## config.mk

```make
export PLATFORM = sky130hd
export DESIGN_NAME = bus_arbiter
export DESIGN_NICKNAME = d
export VERILOG_FILES = /design/src/rtl/bus_arbiter.sv
export SDC_FILE = /design/constraint.sdc
export NUM_CORES = 1
export LEC_CHECK = 0
export CAP_MARGIN = 20
export CORE_ASPECT_RATIO = 1.1
export CORE_MARGIN = 3
export CORE_UTILIZATION = 25
export DETAILED_ROUTE_END_ITERATION = 16
export PLACE_DENSITY_LB_ADDON = 0.25
export RECOVER_POWER = 50
export SLEW_MARGIN = 15
export SYNTH_ARGS = -nofsm -noshare
export SYNTH_HDL_FRONTEND = slang
export SYNTH_SLANG_ARGS = --single-unit
```

## constraint.sdc

```tcl
create_clock -name clk -period 2.7 [get_ports clk]
set_clock_uncertainty 0.05 [all_clocks]
set_input_delay 0.81 -clock clk [delete_from_list [all_inputs] [get_ports clk]]
set_output_delay 0.81 -clock clk [all_outputs]
set_load 0.05 [all_outputs]
```

## src/rtl/bus_arbiter.sv

```systemverilog
// Round-robin arbiter for the shared 8-bit internal bus. Registered one-hot
// tri-state driver enables, a turnaround gap after every release, and a MAX_HOLD revoke.
module bus_arbiter #(
    parameter int N_REQ       = 4,
    parameter int MAX_HOLD    = 16,
    parameter int TURN_CYCLES = 1
) (
    input  logic                     clk,
    input  logic                     rst_n,
    input  logic [N_REQ-1:0]         req,
    output logic [N_REQ-1:0]         grant,
    output logic [N_REQ-1:0]         bus_en,
    output logic [$clog2(N_REQ)-1:0] owner_id,
    output logic                     busy,
    output logic                     timeout
);

    localparam int IDW = $clog2(N_REQ);
    localparam int HW  = $clog2(MAX_HOLD);
    localparam int TW  = (TURN_CYCLES > 1) ? $clog2(TURN_CYCLES) : 1;

    localparam logic [HW-1:0]  HOLD_LAST = HW'(MAX_HOLD - 1);
    localparam logic [TW-1:0]  TURN_LAST = TW'(TURN_CYCLES - 1);
    localparam logic [IDW-1:0] LAST_ID   = IDW'(N_REQ - 1);
    localparam logic [IDW:0]   N_WIDE    = (IDW+1)'(N_REQ);

    typedef enum logic [1:0] {
        IDLE  = 2'd0,
        GRANT = 2'd1,
        TURN  = 2'd2
    } state_t;

    state_t           state_q,   state_d;
    logic [N_REQ-1:0] grant_q,   grant_d;
    logic [IDW-1:0]   owner_q,   owner_d;
    logic             busy_q,    busy_d;
    logic             timeout_q, timeout_d;
    logic [IDW-1:0]   ptr_q,     ptr_d;
    logic [HW-1:0]    hold_q,    hold_d;
    logic [TW-1:0]    turn_q,    turn_d;

    logic             any_req;
    logic [IDW-1:0]   winner;

    // Circular first-set search starting at the priority pointer.
    always_comb begin
        logic [IDW:0] idx;
        idx     = '0;
        any_req = 1'b0;
        winner  = ptr_q;
        for (int i = 0; i < N_REQ; i++) begin
            idx = {1'b0, ptr_q} + (IDW+1)'(i);
            if (idx >= N_WIDE) begin
                idx = idx - N_WIDE;
            end
            if (!any_req && req[idx[IDW-1:0]]) begin
                any_req = 1'b1;
                winner  = idx[IDW-1:0];
            end
        end
    end

    always_comb begin
        state_d   = state_q;
        grant_d   = grant_q;
        owner_d   = owner_q;
        busy_d    = busy_q;
        timeout_d = 1'b0;
        ptr_d     = ptr_q;
        hold_d    = hold_q;
        turn_d    = turn_q;

        unique case (state_q)
            IDLE: begin
                if (any_req) begin
                    grant_d         = '0;
                    grant_d[winner] = 1'b1;
                    owner_d         = winner;
                    busy_d          = 1'b1;
                    hold_d          = '0;
                    state_d         = GRANT;
                end
            end

            GRANT: begin
                // A release on the revoke cycle wins, so timeout only fires if req is still held.
                if (!req[owner_q] || (hold_q == HOLD_LAST)) begin
                    grant_d   = '0;
                    busy_d    = 1'b0;
                    ptr_d     = (owner_q == LAST_ID) ? '0 : owner_q + IDW'(1);
                    turn_d    = '0;
                    state_d   = TURN;
                    timeout_d = req[owner_q];
                end else begin
                    hold_d = hold_q + HW'(1);
                end
            end

            TURN: begin
                if (turn_q == TURN_LAST) begin
                    state_d = IDLE;
                end else begin
                    turn_d = turn_q + TW'(1);
                end
            end

            default: begin
                state_d = IDLE;
            end
        endcase
    end

    always_ff @(posedge clk) begin
        if (!rst_n) begin
            state_q   <= IDLE;
            grant_q   <= '0;
            owner_q   <= '0;
            busy_q    <= 1'b0;
            timeout_q <= 1'b0;
            ptr_q     <= '0;
            hold_q    <= '0;
            turn_q    <= '0;
        end else begin
            state_q   <= state_d;
            grant_q   <= grant_d;
            owner_q   <= owner_d;
            busy_q    <= busy_d;
            timeout_q <= timeout_d;
            ptr_q     <= ptr_d;
            hold_q    <= hold_d;
            turn_q    <= turn_d;
        end
    end

    assign grant    = grant_q;
    assign bus_en   = grant_q;
    assign owner_id = owner_q;
    assign busy     = busy_q;
    assign timeout  = timeout_q;

    // Two enabled drivers would short the shared bus.
    a_onehot_en: assert property (@(posedge clk) disable iff (!rst_n) $countones(bus_en) <= 1);
    a_no_timeout_busy: assert property (@(posedge clk) disable iff (!rst_n) !(timeout && busy));

endmodule

```

# Word level (Yosys, flattened, before mapping)
# Cells that the tools add are included.
[totals]
regBits = 17
output_inout_bits = 12
elab_cells = 96
[op_classes]
add_sub_neg = 10
magnitude_cmp = 11
eq_ne = 8
n_mux = 40
reduce_logical = 19
[ops]
columns = ["operator", "n"]
rows = [
  ["$mux 2", 12],
  ["$lt 2x3->1 const B", 6],
  ["$mux 4", 4],
  ["$pmux 4 s2", 2],
  ["$mux 1", 13],
  ["$reduce_and 3->1", 4],
  ["$bmux 1 s2", 5],
  ["$ge 3x3->1 const B", 3],
  ["$ne 2x2->1 const B", 4],
  ["$sub 2x1->2 const B", 4],
  ["$add 2x2->3 const B", 2],
  ["$pmux 2 s3", 1],
  ["$reduce_and 2->1", 3],
  ["$add 4x1->4 const B", 1],
  ["$eq 2x2->1 const B", 2],
  ["$eq 4x4->1 const B", 1],
  ["$logic_and 1x1->1", 4],
  ["$logic_not 1->1", 4],
  ["$pmux 1 s2", 2],
  ["$reduce_bool 2->1", 2],
  ["$add 2x1->3 const B", 1],
  ["$ge 2x3->1 const B", 1],
  ["$add 2x1->2 const B", 1],
  ["$demux 1 s2", 1],
  ["5 further kinds", 5],
]

# Depth between registers and ports, before layout
# Gate-level depths: netlist of the first run.
[logic_depth]
word_depth = 20
ltp_mapped = 5
ltp_nobuf = 5

# Worst setup path before layout of the first run
# OpenSTA, ideal clock, no wires.
[synth_timing]
kind = "input to register"
startpoint = "input req[3]"
endpoint = "register grant_q[0], in the netlist bus_en[0]"
setup_ns = 0.116
t_arrival_ns = 2.012
t_required_ns = 2.534
setup_slack_ns = 0.523
stages = 4
path_buffers = 0
path_cell_list = "mux4_2 -> and3_1 -> o311a_1 -> a31o_1"
[synth_between]
elab_chain_len = 18
word_cells_on_any_way = 36
classes_between = "order compare (2); eq/ne (2); mux (22); reduce/logical (10)"
[synth_lines]
columns = ["item", "line_no", "rtl"]
rows = [
  ["start, declared", "10", "input logic [N_REQ-1:0] req,"],
  ["$bmux 1 s2", "56", "if (!any_req && req[idx[IDW-1:0]]) begin"],
  ["$mux 1 (not written as such)", "56", ""],
  ["$mux 1", "56", ""],
  ["$logic_not 1->1", "56", ""],
  ["$logic_and 1x1->1", "56", ""],
  ["$mux 1", "56", ""],
  ["$logic_not 1->1", "56", ""],
  ["$logic_and 1x1->1", "56", ""],
  ["[2 not listed]", "--", ""],
  ["$logic_and 1x1->1", "56", ""],
  ["$mux 2", "56", ""],
  ["$lt 2x3->1 (not written as such) / $ge 2x1->1 (equally long branches)", "77", "grant_d[winner] = 1'b1;"],
  ["$logic_and 1x1->1 (not written as such)", "77", ""],
  ["$mux 1 (not written as such)", "77", ""],
  ["$demux 1 s2", "77", ""],
  ["$mux 4", "75", "if (any_req) begin"],
  ["$pmux 4 s2", "73", "unique case (state_q)"],
  ["end signal, assigned", "125", "grant_q <= grant_d;"],
  ["end, declared", "34", "logic [N_REQ-1:0] grant_q, grant_d;"],
]
# Several ways; a longest one is shown, not always the timed one. The select of a mux whose other input is x is not followed.
# A chain may end at the register's enable or synchronous reset.

# Worst setup path in the final report of the first run
[layout_timing]
startpoint = "input req[2]"
endpoint = "register grant_q[0], in the netlist bus_en[0]"
# Same word-level chain as after synthesis.

==> impl_metrics.toml, run 1 <==
[synthesis]
synthFlopType = "dfxtp_1"
synthArstFlopShare_pct = 0
synth_top_family_by_area = "simple AND/OR/NAND/NOR gates"
synth_area_per_cell_um2 = 8.69
ys_seq_elements = 16
syn_area_um2 = 843
synth-simple-area-share_pct = 30.6
synth_compound_area_share_pct = 18.5
synth-edff-count = 0
yosys_warnings = 0
synth_cell_type_count = 36
synth_cells = 97
synth.net_count = 105
yosysSeqAreaShare_pct = 38.0
muxShareOfSynthArea_pct = 4.01
synthXorXnorAreaFrac_pct = 1.04
synthAdderAreaFrac_pct = 2.97

[layout]
diodes = 0
drive_gt1_share_pct = 16.0
final_cell_count_no_fill = 153
syn2layout_area_growth_pct = 31.8
finalNetCount = 128
fin_util_pct = 35.5

[timing]
tightest_slew_ns = 0.499
maxSlewViolCount = 0
relSlewSlack_pct = 66.6
fmaxAchievable_mhz = 405
setup-violations-final = 0
rsz0062_at_grt = "no"
worst_slack_ns = 0.233
period_needed_ns = 2.47
fin_crit_sh_pct = 91.4
tns_ns = 0
hold_viol_final = 0

[die]
die_area_um2 = 4110
die_y_um = 66.9
initial_utilization_pct = 27.0
fp.dieW_um = 61.4
core_area_um2 = 3130
row_count = 21
ios = 18

[status]
status = "complete, no violations"

[drt]
drc_errors = 0
wl_per_cell_um = 12.2
drt_pass1_iterations = 4
wirelength_um = 1870
ant_nets = 0
drt-initial-drc-count = 19
vias = 767
routed_via_density = 5.01

[grt]
overflow = 0
grt_max_degree = 16
grt_pass1_wl_um = 3180
track_usage_pct = 10.2
antenna_found_initial = 0
grt_pass1_vias = 724

[clock_tree]
postCtsSetupBuffers = 0
cts_buffers = 3
cts_root_buf = "clkbuf_4"
cts_tree = "yes"
cts.sinks = 16
htree_levels = 1
clk_pin_slew_ns = 0.10
ctsHoldBuffers = 0
cts_buffer_depth = 2
clk_latency_ns = 0.29
cts_resized = 0

[placement]
place_congestion = 0.774
hpwl_um = 1480
placed_cells = 149
post-place-ws_ns = 0.0174
port_buffers = 17

[setup_path]
critPathMaxFanout = 4
crit_required_ns = 2.84
crit_family = "buffers and inverters"
startpoint_type = "primary input"
critPathKind = "primary input to register"
end_kind = "register"
arrival_ns = 2.61
cpMaxStageDelayCell = "dlygate4sd3_1"
crit_buf_inv = 1
worstPathCellList = "dlygate4sd3_1 -> mux4_2 -> and3_1 -> o311a_1 -> a31o_1"
slowest_delay_ns = 0.58

[power]
pwr-share-seq_pct = 43.5
finalPower_mw = 0.618
pwr-share-comb_pct = 30.2
leakagePower_nw = 0.441
intPower_mw = 0.409
power_density_nw_per_um2 = 557
p_sw_share_pct = 33.8
p_switching_mw = 0.209
ir_drop_mv = 0.161
clkPwrFrac_pct = 26.3

[job]
drv_cap = 0

[min_path]
hold_class = "register to register"
-- layout make-up --
| cell class | count | area, um^2 |
|---|---|---|
| fillers | 313 | 2020 |
| multi-input cells | 74 | 482 |
| flip-flops and latches | 16 | 320 |
| repair buffers | 25 | 230 |
| well taps | 34 | 42.5 |
| clock buffers | 4 | 36.3 |
-- cell usage in the layout, fill, tap and decap left out, types with 2 or more instances in the layout --
| master | count |
|---|---|
| clkbuf_4 | 3 |
| buf_4 | 8 |
| nor3_1 | 4 |
| nor2b_1 | 4 |
| nand2_1 | 13 |
| nand3_1 | 5 |
| o32ai_1 | 2 |
| and3_1 | 4 |
| a21boi_0 | 5 |
| dfxtp_1 | 16 |
| o21ai_0 | 6 |
| ha_1 | 2 |
| and2_1 | 3 |
| clkdlybuf4s50_1 | 14 |
| nand4_1 | 3 |
| nor2_1 | 3 |
| dlygate4sd3_1 | 3 |
-- registers in the layout, summed over array words and instances, names as in the netlist --
register and count:
bus_en 4, busy 1, hold_q 4, owner_id 2
ptr_q 2, state_q 2, timeout 1
-- synthesized netlist by cell type, types with 2 or more instances --
library cell,number,area share [%]
nand2_1,13,5.8
dfxtp_1,16,38
buf_4,4,3.6
nor2b_1,4,3.0
a21boi_0,4,3.6
nand4_1,3,2.2
and2_1,3,2.2
nand3_1,5,3.0
ha_1,2,3.0
and3_1,4,3.0
o21ai_0,6,3.6
nor2_1,3,1.3
clkbuf_1,3,1.3
o32ai_1,2,2.1
nor3_1,4,2.4
-- kinds of logic (layout without fill, tap and decap cells) --
kind of cell / Yosys count / in the layout
compound gates: 22 / 22
xor+xnor: 1 / 1
fa+ha+maj: 2 / 2
buf+inv: 7 / 29
flops: 16 / 16
mux: 2 / 2
simple gates: 47 / 47
-- layer usage --
layer  up-vias  global-route usage, %  share of wire [%]
li1        399                      -                  -
met1       350                   12.6                 47
met2        16                   17.6                 49
met3         2                   1.16                3.7
met4         0                   3.98               0.75
met5         -                      0                  0
-- power groups by stage --
stage	logic, mW	registers (mW)	clock network (mW)
CTS	0.190	0.269	0.164
floorplan	0.0900	0.308	0
global route	0.201	0.273	0.176
global placement	0.188	0.274	0
finish	0.187	0.269	0.163
detailed placement	0.189	0.275	0
-- worst reg2reg max path, delay by kind of cell (launching register included) --
kind | cells | cell delay [ns]
AO/OA/AOI/OAI | 2 | 0.51
multiplexers | 1 | 0.57
AND/OR/NAND/NOR | 1 | 0.20
flip-flops | 1 | 0.44
-- final timing paths --
path,from,to,slack [ns],cells past startpoint
worst max-delay path,req[2],bus_en[0],0.23,5
worst min-delay path,busy,busy,0.42,2
worst max register to register,owner_id[0],bus_en[0],0.84,4
worst min register to register,busy,busy,0.42,2
-- through the flow --
step / hold WS, ns / cell area [um^2]
finish: 0.420 / 1110
global route: 0.451 / 1110
CTS: 0.429 / 1110
detailed placement: 0.416 / 1070
global placement: 0.403 / 1070
floorplan: 0.409 / 843
(Power assumes the default switching activity.)
==> inputs of run 2 (changes only) <==
--- a/config.mk
+++ b/config.mk
@@ -5,10 +5,11 @@
 export SDC_FILE = /design/constraint.sdc
 export NUM_CORES = 1
 export LEC_CHECK = 0
-export CAP_MARGIN = 20
 export CORE_ASPECT_RATIO = 1.1
 export CORE_MARGIN = 3
 export CORE_UTILIZATION = 25
+export CTS_BUF_LIST = sky130_fd_sc_hd__clkbuf_8
+export CTS_CLUSTER_DIAMETER = 80
 export DETAILED_ROUTE_END_ITERATION = 16
 export PLACE_DENSITY_LB_ADDON = 0.25
 export RECOVER_POWER = 50
==> run 2 against run 1 <==
Net effect: clock-buffer cell count unchanged; non-clock buffer count is the same; worst setup slack got worse by 0.043 ns; die area unchanged; critical path depth is the same; sequential cell count stayed put; power rose by 7.5%; via count unchanged; combinational power is 2% lower; final area increased by 1.7%; critical path type unchanged; largest cell class unchanged.
==> impl_metrics.toml, run 2 (same netlist as run 1, synthesis figures left out) <==
[status]
status = "complete, no violations"

[die]
die_area_um2 = 4110
ios = 18
die_y_um = 66.9
fp.dieW_um = 61.4
core_area_um2 = 3130
row_count = 21
initial_utilization_pct = 27.0

[drt]
drc_errors = 0
drt_pass1_iterations = 4
routed_via_density = 5.01
wirelength_um = 1880
wl_per_cell_um = 12.3
vias = 767
drt-initial-drc-count = 17
ant_nets = 0

[timing]
period_needed_ns = 2.51
tightest_slew_ns = 0.499
rsz0062_at_grt = "no"
maxSlewViolCount = 0
fmaxAchievable_mhz = 398
relSlewSlack_pct = 66.6
tns_ns = 0
fin_crit_sh_pct = 93.0
setup-violations-final = 0
hold_viol_final = 0

[clock_tree]
clk_pin_slew_ns = 0.06
ctsHoldBuffers = 0
cts_resized = 0
postCtsSetupBuffers = 0
cts_root_buf = "clkbuf_8"
cts.sinks = 16
cts_tree = "yes"
htree_levels = 1
cts_buffer_depth = 2
clk_latency_ns = 0.25
cts_buffers = 3

[grt]
grt_max_degree = 16
overflow = 0
grtUsageMet2_pct = 17.3
grt_busiest_layer = "met2"
antenna_found_initial = 0
grt_pass1_wl_um = 3190
grt_use_met3_pct = 1.74
track_usage_pct = 10.4
use_met1_pct = 12.9
grt_pass1_vias = 716

[min_path]
hold_class = "register to register"
hold_depth = 2

[setup_path]
cpMaxStageDelayCell = "dlygate4sd3_1"
worstPathCellList = "dlygate4sd3_1 -> mux4_2 -> and3_1 -> o311a_1 -> a31o_1"
startpoint_type = "primary input"
critPathMaxFanout = 4
path_depth = 5
crit_required_ns = 2.80
arrival_ns = 2.61
critPathKind = "primary input to register"
worstRegToRegCells = 4
slowest_delay_ns = 0.58
crit_family = "buffers and inverters"
end_kind = "register"
crit_buf_inv = 1

[layout]
layout_commonest_cell = "dfxtp_1"
diodes = 0
final_cell_mix = "dfxtp_1 (16), nand2_1 (13), dlygate4sd3_1 (9), clkdlybuf4s50_1 (8), buf_4 (8)"
drive_gt1_share_pct = 16.0
finalNetCount = 128
syn2layout_area_growth_pct = 34.0

[power]
leakagePower_nw = 0.466
power_density_nw_per_um2 = 588
finalPower_mw = 0.665
ir_drop_mv = 0.127

[placement]
hpwl_um = 1480
place_congestion = 0.774
port_buffers = 17

[job]
drv_cap = 0
## run 2: cell types whose count changed in the layout (fill, tap and decap cells not counted), sizes merged
cell,delta
dlygate4sd3,+6
clkdlybuf4s50,-6
## run 2: report_power, final
group          switching (mW)  leakage, nW  internal, mW
Combinational           0.113        0.307        0.0705
Clock                  0.0828       0.0288         0.129
Sequential             0.0151        0.131         0.254
Total                   0.211        0.466         0.454
## run 2: final cells by class
cell class	instances	area, um^2
Sequential cell	16	320
Timing Repair Buffer	25	230
Fill cell	313	2000
Tap cell	34	42.5
Multi-Input combinational cell	74	482
Clock buffer	4	55.1
## run 2: layer usage
metal | vias to the layer above | part of all wire (%)
met5 | - | 0
met4 | 0 | 1.0
met3 | 2 | 3.9
met2 | 20 | 48
met1 | 346 | 47
li1 | 399 | -
## run 2: final timing paths
check / from / endpoint / slack [ns]
setup / recovery: req[2] / bus_en[0] / 0.19
hold / removal: busy / busy / 0.42
setup reg to reg: owner_id[0] / bus_en[0] / 0.85
hold reg to reg: busy / busy / 0.42
## run 2: worst register-to-register path: stages (launching register included)
cell	delay (ns)
dfxtp_1	0.42
mux4_2	0.57
and3_1	0.20
o311a_1	0.33
a31o_1	0.18
## run 2: per-stage QoR
step / cells / instance area (um^2) / util (%) / setup slack, ns / hold WS [ns]
2_1_floorplan: 97 / 843 / - / 0.523 / 0.409
3_3_place_gp: 149 / 1070 / 34.4 / 0.0475 / 0.403
3_5_place_dp: 149 / 1070 / 34.4 / 0.0174 / 0.416
4_1_cts: 153 / 1130 / 36.1 / 0.277 / 0.424
5_1_grt: 153 / 1130 / 36.1 / 0.131 / 0.446
6_report: 153 / 1130 / 36.1 / 0.189 / 0.416
==> inputs of run 3 (changes only) <==
--- a/config.mk
+++ b/config.mk
@@ -5,9 +5,10 @@
 export SDC_FILE = /design/constraint.sdc
 export NUM_CORES = 1
 export LEC_CHECK = 0
+export CAP_MARGIN = 20
 export CORE_ASPECT_RATIO = 1.1
 export CORE_MARGIN = 3
-export CORE_UTILIZATION = 25
+export CORE_UTILIZATION = 46
 export CTS_BUF_LIST = sky130_fd_sc_hd__clkbuf_8
 export CTS_CLUSTER_DIAMETER = 80
 export DETAILED_ROUTE_END_ITERATION = 16
==> constraint.sdc (replaced) <==
create_clock -name clk -period 2.2 [get_ports clk]
set_clock_uncertainty 0.05 [all_clocks]
set_input_delay 0.66 -clock clk [delete_from_list [all_inputs] [get_ports clk]]
set_output_delay 0.66 -clock clk [all_outputs]
set_load 0.05 [all_outputs]
==> run 3 against run 2 <==
Net effect: first-iteration DRC count increased by 41%; critical endpoint is now bus_en[3]; largest power group unchanged; critical path depth decreased by 4; non-clock buffer count up 2; global-route usage grew 8.6 points; critical path type is now register to output port; routed wire length increased by 2.6%; highest routed layer unchanged; clock-buffer cell count unchanged; worst setup slack got worse by 0.11 ns.
==> impl_metrics.toml, run 3 (same netlist as run 1, synthesis figures left out) <==
[min_path]
hold_depth = 2
hold_class = "register to register"

[power]
power_density_nw_per_um2 = 758
ir_drop_mv = 0.407
leakagePower_nw = 0.444

[layout]
finalNetCount = 130
layout_commonest_cell = "dfxtp_1"
drive_gt1_share_pct = 16.5
diodes = 0
syn2layout_area_growth_pct = 27.7
final_cell_mix = "dfxtp_1 (16), nand2_1 (13), buf_4 (9), clkdlybuf4s50_1 (7)"
final_cell_count_no_fill = 138

[setup_path]
cpMaxStageDelayCell = "clkdlybuf4s50_1"
startpoint_type = "register"
worstPathCellList = "clkdlybuf4s50_1"
arrival_ns = 1.41
crit_buf_inv = 1
crit_family = "buffers and inverters"
path_depth = 1
crit_required_ns = 1.49
critPathKind = "register to output port"
end_kind = "output port"
slowest_delay_ns = 0.81
worstRegToRegCells = 6
critPathMaxFanout = 3

[grt]
antenna_found_initial = 0
grt_max_degree = 14
overflow = 0
track_usage_pct = 18.9
grt_pass1_wl_um = 3230
grt_pass1_vias = 766

[drt]
drc_errors = 0
drt-initial-drc-count = 24
routed_via_density = 5.99
wl_per_cell_um = 14.0
ant_nets = 0
wirelength_um = 1930
vias = 826
drt_pass1_iterations = 4

[clock_tree]
cts_tree = "yes"
clk_latency_ns = 0.25
clk_pin_slew_ns = 0.07
htree_levels = 1
cts_buffer_depth = 2
cts.sinks = 16
postCtsSetupBuffers = 0
cts_root_buf = "clkbuf_8"
cts_buffers = 3

[die]
die_area_um2 = 2380
initial_utilization_pct = 51.1
row_count = 15
die_y_um = 50.9
ios = 18
core_area_um2 = 1650
fp.dieW_um = 46.8

[timing]
maxSlewViolCount = 0
hold_viol_final = 0
period_needed_ns = 2.12
relSlewSlack_pct = 60.0
setup-violations-final = 0
fin_crit_sh_pct = 96.3
worst_hold_slack_ns = 0.410
fmaxAchievable_mhz = 472
tns_ns = 0
tightest_slew_ns = 0.602
rsz0062_at_grt = "no"

[placement]
placed_cells = 134
place_congestion = 0.892
port_buffers = 17
hpwl_um = 1430

[job]
drv_cap = 0

[status]
status = "complete, no violations"
## run 3: per-stage QoR
stage	instance area (um^2)	total power, mW	worst slack (ns)	util (%)
6_report	1080	0.816	0.0823	65.2
5_1_grt	1080	0.856	0.0215	65.2
4_1_cts	1100	0.829	0.0712	66.8
3_5_place_dp	1050	0.570	-0.322	63.8
3_3_place_gp	1050	0.565	-0.272	63.8
2_1_floorplan	843	0.489	0.0254	-
## run 3: worst min-delay path, stage by stage, from the launching register on
cell and delay [ns]:
dfxtp_1 0.31, nand2_1 0.05, o21ai_0 0.06
## run 3: worst paths after layout
kind | endpoint | slack (ns) | from
worst max register to register | ptr_q[1] | 0.36 | owner_id[0]
worst max-delay path | bus_en[3] | 0.08 | bus_en[3]
worst min register to register | busy | 0.41 | busy
worst min-delay path | busy | 0.41 | busy
## run 3: cell type report
cell class / count / area [um^2]
clock buffer: 4 / 55.1
fill: 151 / 574
multi-input combinational: 74 / 478
sequential: 16 / 320
tap: 17 / 21.3
timing repair buffer: 27 / 203
## run 3: where the power goes
part / internal, mW / leakage, nW / switching [mW] / total, mW
logic: 0.0795 / 0.285 / 0.141 / 0.220
registers: 0.311 / 0.131 / 0.0195 / 0.331
clock network: 0.159 / 0.0288 / 0.106 / 0.265
## run 3: metal layers
metal | up-vias | part of all wire, % | track usage [%]
met4 | 0 | 3.3 | 13.4
li1 | 401 | - | -
met3 | 7 | 5.1 | 3.17
met1 | 391 | 43 | 23.1
met5 | - | 0 | 0
met2 | 27 | 48 | 29.0
## run 3: what timing repair did
action                                  CTS  global route
gates resized for setup                   4             0
hold buffers                              0             0
endpoints found under the setup margin    8             0
hold endpoints to repair                  0             0
